$ cat config.mk
export PLATFORM = sky130hd
export DESIGN_NAME = ewb_drain
export DESIGN_NICKNAME = d
export VERILOG_FILES = /design/src/rtl/ewb_drain.sv
export SDC_FILE = /design/constraint.sdc
export NUM_CORES = 1
export LEC_CHECK = 0
export ABC_AREA = 1
export BUFFER_PORTS_ARGS = -buffer_cell sky130_fd_sc_hd__buf_4
export CAP_MARGIN = 20
export CORE_AREA = 5 5 284 286
export DETAILED_ROUTE_END_ITERATION = 7
export DIE_AREA = 0 0 289 291
export PLACE_DENSITY = 0.53
export SKIP_LAST_GASP = 1
export SLEW_MARGIN = 20
export SYNTH_ARGS = -nofsm -noshare
export SYNTH_HDL_FRONTEND = slang
export SYNTH_SLANG_ARGS = --single-unit
$ cat constraint.sdc
create_clock -name clk -period 1.6 [get_ports clk]
set_input_delay 0.32 -clock clk [delete_from_list [all_inputs] [get_ports clk]]
set_output_delay 0.32 -clock clk [all_outputs]
set_load 0.02 [all_outputs]
$ cat src/rtl/ewb_drain.sv
// ewb_drain: pops the oldest dirty line from the L2 eviction write buffer and bursts it to memory.
// Latency: pop edge -> mem_write_o next cycle; per line 1 + beats + 1 cycles minimum (DONE gap).
// Backpressure: each beat holds until mem_resp_i; L2 reads win over starting a drain unless EWB is full.
//
// Ports: clk/rst (sync, active-high); EWB side ewb_empty_i/ewb_full_i/ewb_data_i/ewb_addr_i/ewb_yumi_o;
//        L2 arbitration rd_req_i/busy_o; memory burst mem_write_o/mem_addr_o/mem_burst_o/mem_resp_i;
//        forwarding fwd_check_i/fwd_tag_i/fwd_hit_o/fwd_data_o; perf drain_count_o/stall_count_o.
// Optional: define EWB_DRAIN_PERF_EN to build the perf counters; otherwise both perf ports read 0.
`timescale 1ns/1ps
module ewb_drain #(
   parameter int width = 256,
   parameter int beat  = 64
) (
   input  logic             clk,
   input  logic             rst,
   input  logic             ewb_empty_i,
   input  logic             ewb_full_i,
   input  logic [width-1:0] ewb_data_i,
   input  logic [31:0]      ewb_addr_i,
   output logic             ewb_yumi_o,
   input  logic             rd_req_i,
   output logic             busy_o,
   output logic             mem_write_o,
   output logic [31:0]      mem_addr_o,
   output logic [beat-1:0]  mem_burst_o,
   input  logic             mem_resp_i,
   input  logic             fwd_check_i,
   input  logic [26:0]      fwd_tag_i,
   output logic             fwd_hit_o,
   output logic [width-1:0] fwd_data_o,
   output logic [31:0]      drain_count_o,
   output logic [31:0]      stall_count_o
);

   localparam int NBEATS = width / beat;
   localparam int CW     = (NBEATS > 1) ? $clog2(NBEATS) : 1;
   localparam logic [CW-1:0] LAST_BEAT = CW'(NBEATS - 1);

   typedef enum logic [1:0] {IDLE, WRITE, DONE} state_t;

   state_t           state_q, state_d;
   logic [CW-1:0]    cnt_q, cnt_d;
   logic [width-1:0] line_q, line_d;
   logic [31:0]      addr_q, addr_d;
   logic             start;

   // Reads win over starting a drain, except a full EWB forces the drain.
   assign start = !ewb_empty_i && (!rd_req_i || ewb_full_i);

   always_ff @(posedge clk) begin
      if (rst) begin
         state_q <= IDLE;
         cnt_q   <= '0;
         line_q  <= '0;
         addr_q  <= '0;
      end else begin
         state_q <= state_d;
         cnt_q   <= cnt_d;
         line_q  <= line_d;
         addr_q  <= addr_d;
      end
   end

   always_comb begin
      state_d     = state_q;
      cnt_d       = cnt_q;
      line_d      = line_q;
      addr_d      = addr_q;
      ewb_yumi_o  = 1'b0;
      mem_write_o = 1'b0;
      unique case (state_q)
         IDLE: begin
            if (start) begin
               ewb_yumi_o = 1'b1;
               line_d     = ewb_data_i;
               addr_d     = ewb_addr_i;
               cnt_d      = '0;
               state_d    = WRITE;
            end
         end
         WRITE: begin
            // Bursts are never aborted by rd_req_i or ewb_full_i.
            mem_write_o = 1'b1;
            if (mem_resp_i) begin
               if (cnt_q == LAST_BEAT) begin
                  state_d = DONE;
               end else begin
                  cnt_d = cnt_q + 1'b1;
               end
            end
         end
         DONE: begin
            // One idle cycle on mem_write_o separates back-to-back bursts.
            state_d = IDLE;
         end
         default: state_d = IDLE;
      endcase
   end

   assign busy_o = (state_q != IDLE) || ewb_yumi_o;

   // Address/data are only meaningful in WRITE; zero elsewhere keeps idle outputs quiet.
   assign mem_addr_o  = (state_q == WRITE) ? {addr_q[31:5], 5'b0} : 32'd0;
   assign mem_burst_o = (state_q == WRITE) ? line_q[int'(cnt_q)*beat +: beat] : '0;

   // Line offset bits never leave the block: the burst is always line-aligned.
   logic unused_addr_lsb;
   assign unused_addr_lsb = ^addr_q[4:0];

   // The pop cycle needs no coverage here: the entry is still visible to the EWB's own lookup.
   assign fwd_hit_o  = fwd_check_i && (state_q == WRITE) && (addr_q[31:5] == fwd_tag_i);
   assign fwd_data_o = fwd_hit_o ? line_q : '0;

`ifdef EWB_DRAIN_PERF_EN
   logic [31:0] drain_cnt_q, drain_cnt_d;
   logic [31:0] stall_cnt_q, stall_cnt_d;

   always_comb begin
      drain_cnt_d = drain_cnt_q;
      stall_cnt_d = stall_cnt_q;
      if (state_q == DONE) begin
         drain_cnt_d = drain_cnt_q + 32'd1;
      end
      // A stall is a cycle where a drain was possible but a read took the port.
      if ((state_q == IDLE) && !ewb_empty_i && rd_req_i && !ewb_full_i) begin
         stall_cnt_d = stall_cnt_q + 32'd1;
      end
   end

   always_ff @(posedge clk) begin
      if (rst) begin
         drain_cnt_q <= '0;
         stall_cnt_q <= '0;
      end else begin
         drain_cnt_q <= drain_cnt_d;
         stall_cnt_q <= stall_cnt_d;
      end
   end

   assign drain_count_o = drain_cnt_q;
   assign stall_count_o = stall_cnt_q;
`else
   assign drain_count_o = 32'd0;
   assign stall_count_o = 32'd0;
`endif

endmodule
* Yosys cells after proc, flatten, opt, wreduce, memory -nomap -nowiden
Index checks and enable logic that the tools add are counted.
** Storage, ports and cells
- RAM bits :: 0
- Latch bits :: 0
- Bits in registers :: 292
- Memories kept :: 0
- Output and inout bits :: 420
- ROM bits :: 0
- Logic and storage cells :: 40
** Operators by class
- Bitwise gates (word level) :: 0
- Reductions and logical operators :: 13
- Muxes and demuxes :: 14
- Div/mod/pow operators :: 0
- Shift operators :: 1
- Multipliers :: 0
- Eq/ne operators :: 7
- Magnitude comparators :: 0
- $add $sub $neg :: 1
** Operator list (count)
- 256-bit 2-to-1 mux :: 1
- 256-bit by 9-bit indexed part select with 64-bit output :: 1
- 64-bit 2-to-1 mux :: 1
- 32-bit 2-to-1 mux :: 1
- 27-bit equality test :: 1
- 2-bit 2-to-1 mux :: 6
- 2-bit inequality test (second input constant) :: 4
- 2-bit case mux with 2 select lines :: 2
- 4-bit AND reduction :: 1
- 2-bit nonzero test :: 2
- 1-bit logical AND :: 3
- 1-bit 2-to-1 mux :: 3
- 3-bit AND reduction :: 1
- 2-bit by 1-bit adder with 2-bit output (second input constant) :: 1
- 2-bit by 1-bit equality test with 1-bit output (second input constant) :: 1
- 2-bit equality test (second input constant) :: 1
- 1-bit zero test :: 2
- 2-bit zero test :: 1
- 1-bit logical OR :: 2
- 2-bit AND reduction :: 1

* Longest topological paths before layout
- Depth in word-level cells :: 6
- Mapped depth :: 10
- Gate-level depth less buffers :: 8

* Worst setup path before layout
No wires, ideal clock.
- Path kind :: reg-to-output
- Start :: register state_q[0]
- End :: output fwd_data_o[246]
- Slack :: -394 ps
- Arrival time :: 1674 ps
- Stages on the path, launching flop included :: 10
- Data required time :: 1280 ps
- Cells stage by stage :: dfxtp_1 > inv_2 > nor2_4 > nand2_1 > nor2_1 > nand2_1 > nor2_1 > nand2_2 > clkbuf_1 > nor3_1
** On the way
- Word-level cells in the longest chain between the ends :: 4
** Ends and longest elaborated chain
- from (decl) :: RTL line 41 : state_t state_q, state_d;
- from (signal assigned) :: RTL line 57 : state_q <= state_d;
- 2-bit by 1-bit equality test with 1-bit output :: RTL line 111 : assign fwd_hit_o = fwd_check_i && (state_q == WRITE) && (addr_q[31:5] == fwd_tag_i);
- 1-bit logical AND (2 in a row) :: RTL line 111
- 256-bit 2-to-1 mux :: RTL line 112 : assign fwd_data_o = fwd_hit_o ? line_q : '0;
- to (decl) :: RTL line 30 : output logic [width-1:0] fwd_data_o,
No other way between the ends.

* Final worst setup path
- Start :: register addr_q[30]
- End :: output fwd_data_o[36]
** On the way
- Word-level cells in the longest chain between the ends :: 3
** Ends and longest elaborated chain
- from (decl) :: RTL line 44 : logic [31:0] addr_q, addr_d;
- from (signal assigned) :: RTL line 60 : addr_q <= addr_d;
- 27-bit equality test :: RTL line 111
- 1-bit logical AND :: RTL line 111
- 256-bit 2-to-1 mux :: RTL line 112
No other way between the ends.

==> out/metrics.csv <==
stage,metric,value,unit
placed_design,Placer Congestion,0.867,
pwr,internal power,15.3,mW
worst_setup_path,Setup crit end kind,output pin,
timing,crit share post-route,165,%
global_routing,residual overflow from global routing,0,
route,DRC,0,
worst_setup_path,CP bufs+invs,5,
clocking,Root Buffer,clkbuf_16,
cells_and_area,filler cell count in the final layout,8435,
synthesis,most frequent cell after synthesis,nor2_1,
synthesis,leading area contributor after synthesis,dfxtp_1,
cells_and_area,Nets,3267,
route,Routed WL per cell,18.0,um
cells_and_area,share of cells above drive strength 1,42.8,%
worst_setup_path,CP Cell Sequence,"inv_1, nand2_1, nand2_1, nor2_2, nand2_2, nor2_1, buf_4, nand2_8, buf_12, clkbuf_16, nor3_2, buf_4",
timing,hold_ws,0.0683,ns
run_status,failing checks,setup timing,
timing,RSZ-0062 raised after global routing,yes,
worst_setup_path,Setup CP Type,reg2out,
timing,Final WS setup,-1.05,ns
synthesis,leading register cell type out of synthesis,dfxtp_1,
worst_setup_path,worst setup path startpoint,addr_q[30],
floorplanning,Die Wd,289,um
global_routing,largest net degree at the start of global routing,58,
worst_setup_path,Critical R2R Launch,state_q[1],
pwr,leakage,10.9,nW
global_routing,total track usage,16.0,%
worst_setup_path,Setup crit start kind,flip-flop,
clocking,TritonCTS Buffers,38,
clocking,CTS tree,built,
worst_setup_path,"Max FO, Critical Path",26,
timing,Slew Limit Fails,0,
cells_and_area,Layout area overhead,57.3,%
floorplanning,total core area,78100,sq um
timing,clock skew,0.0161,ns
pwr,sequential power share,36.3,%
route,DRT iter0 DRCs,791,
placed_design,DP HPWL,56.8,mm
route,final WL,72.2,mm
synthesis,Synth Register Bits,287,
run,max_cap viols,0,
timing,fin crit period,2.65,ns
timing,Peak Freq,0.378,GHz
route,ANT nets after route,0,
clocking,number of H-tree levels,2,
synthesis,sequential area share after synthesis,35.2,%
floorplanning,Initial Util,20.9,%
route,via count,17100,
pwr,Worst VDD drop,0.000534,V
clocking,clk buf depth,3,
floorplanning,Die Ht,291,um
worst_setup_path,critical path data required time,1.28,ns
synthesis,Synth top cells by count,"nor2_1 (327), inv_1 (316), dfxtp_1 (287)",
synthesis,Post-Syn Instances,2175,
worst_setup_path,crit path DAT,2.33,ns
pwr,power per cell area,866,nW/um^2
clocking,Post-CTS Hold Fix Bufs,0,
synthesis,share of the synthesized area in the top cell type,35.2,%
worst_hold_path,Hold WC Path Type,in2reg,
floorplanning,num rows,103,
worst_setup_path,highest-delay cell along the critical path,dfxtp_1,
worst_hold_path,hold wc startpoint,ewb_data_i[4],
synthesis,library cells used by synthesis,21,
cells_and_area,ANT cells,0,
synthesis,synthesized area,16300,sq um
floorplanning,die area,84100,sq um
global_routing,via count of the first global-routing pass,16700,
worst_setup_path,"delay-heaviest family, CP",buffers and inverters,
floorplanning,I/O pin cnt,742,
clocking,CTS Sinks,287,
synthesis,Synth warnings,0,
placed_design,number of port buffers,667,
clocking,"Clk pin slew, worst setup/hold paths",0.06,ns
synthesis,mean area per synthesized cell,7.51,sq um
timing,hold violation total from the final report,0,
synthesis,Synth area leaders,"dfxtp_1 (35%), nor3_2 (14%), a211oi_1 (13%)",
clocking,Skew-Pair Late Insertion Delay,0.54,ns
pwr,Clk network pwr share,39.2,%
pwr,Net Sw Frac,31.4,%
pwr,Combinational Power Share,24.5,%
route,routed vias/inst,4.26,
timing,Setup-failing EPs final,507,
route,total iterations of the first detailed-routing run,5,
synthesis,post-synthesis async set-or-reset flop share,0,%
synthesis,number of synthesized flops with an enable pin,0,
placed_design,pre-CTS setup slack,-0.654,ns
pwr,Sw Pwr,6.98,mW
global_routing,first-pass GRT wire length,105,mm
run_status,status,"complete, but fails checks",
worst_setup_path,CP max stage delay,0.32,ns
global_routing,initial antenna violation count,1,
layout by cell type, fill, tap and decap left out, drive strengths merged, types with 3 or more instances in the layout:
cell type    n
inv        321
o21ai      130
clkinv       9
buf        928
conb        69
dfxtp      287
nor3       259
nand3        3
a211oi     283
clkbuf      63
nor2       328
nand2       94
a21oi      196
power groups by stage:
stage          clock network, mW  registers (mW)  logic [mW]
6_report                    8.72            8.09        5.45
3_3_place_gp                   0            8.24        5.43
2_1_floorplan                  0            8.17        2.92
4_1_cts                     9.00            8.09        5.46
5_1_grt                     9.25            8.17        5.92
3_5_place_dp                   0            8.25        5.42
area by class of cell:
type                       count  area (sq um)  share of cell area, %
clock buffer                  58          1180                   4.59
multi-input combinational   1364          8450                   32.9
tap                         1050          1310                   5.11
timing repair buffer         933          7720                   30.0
clock inverter                11          87.6                  0.341
inverter                     320          1210                   4.69
sequential                   287          5750                   22.4
path summary, 6_finish.rpt:
path	endpoint	slack, ns	cells after the start
worst max-delay path	fwd_data_o[36]	-1.05	12
worst min-delay path	line_q[4]	0.07	3
worst max register to register	line_q[36]	-0.16	6
worst min register to register	line_q[239]	0.50	2
flip-flops by register name, indices dropped and copies added (netlist names):
register / flops
addr_q: 27
line_q: 256
cnt_q: 2
state_q: 2
worst min-delay path: stages:
cell and delay (ns):
buf_4 0.11, nor2_1 0.09, a211oi_1 0.04
through the flow:
step	total power [mW]	cell area [sq um]	cells	util (%)	setup TNS, ns
global route	23.3	25700	4023	32.9	-380.05
global placement	13.7	24100	3946	30.8	-156.31
detailed placement	13.7	24100	3946	30.8	-158.05
finish	22.3	25700	4023	32.9	-311.73
CTS	22.5	25400	4017	32.5	-327.67
floorplan	11.1	16900	2243	-	-82.24
repair_timing:
item	4_1_cts	5_1_grt
cloned	0	6
setup endpoints to repair	490	615
buffers inserted	2	0
resized for setup	16	34
hold endpoints to repair	0	0
pin swaps	1	2
cell families (layout without fill, tap and decap cells):
logic type	after synthesis	after routing	share of synthesized area, %
buf+inv	592	1322	16.9
other cells	1	69	0.0229
compound gates	610	610	23.0
flops	287	287	35.2
fa+ha+maj	1	1	0.0766
simple gates	684	684	24.8
per-layer routing:
metal	wire length, um	GRT usage (%)
met1	30300	20.1
met2	35600	28.0
met3	4810	3.59
met4	1570	3.71
met5	7	0
(Power assumes the default switching activity.)
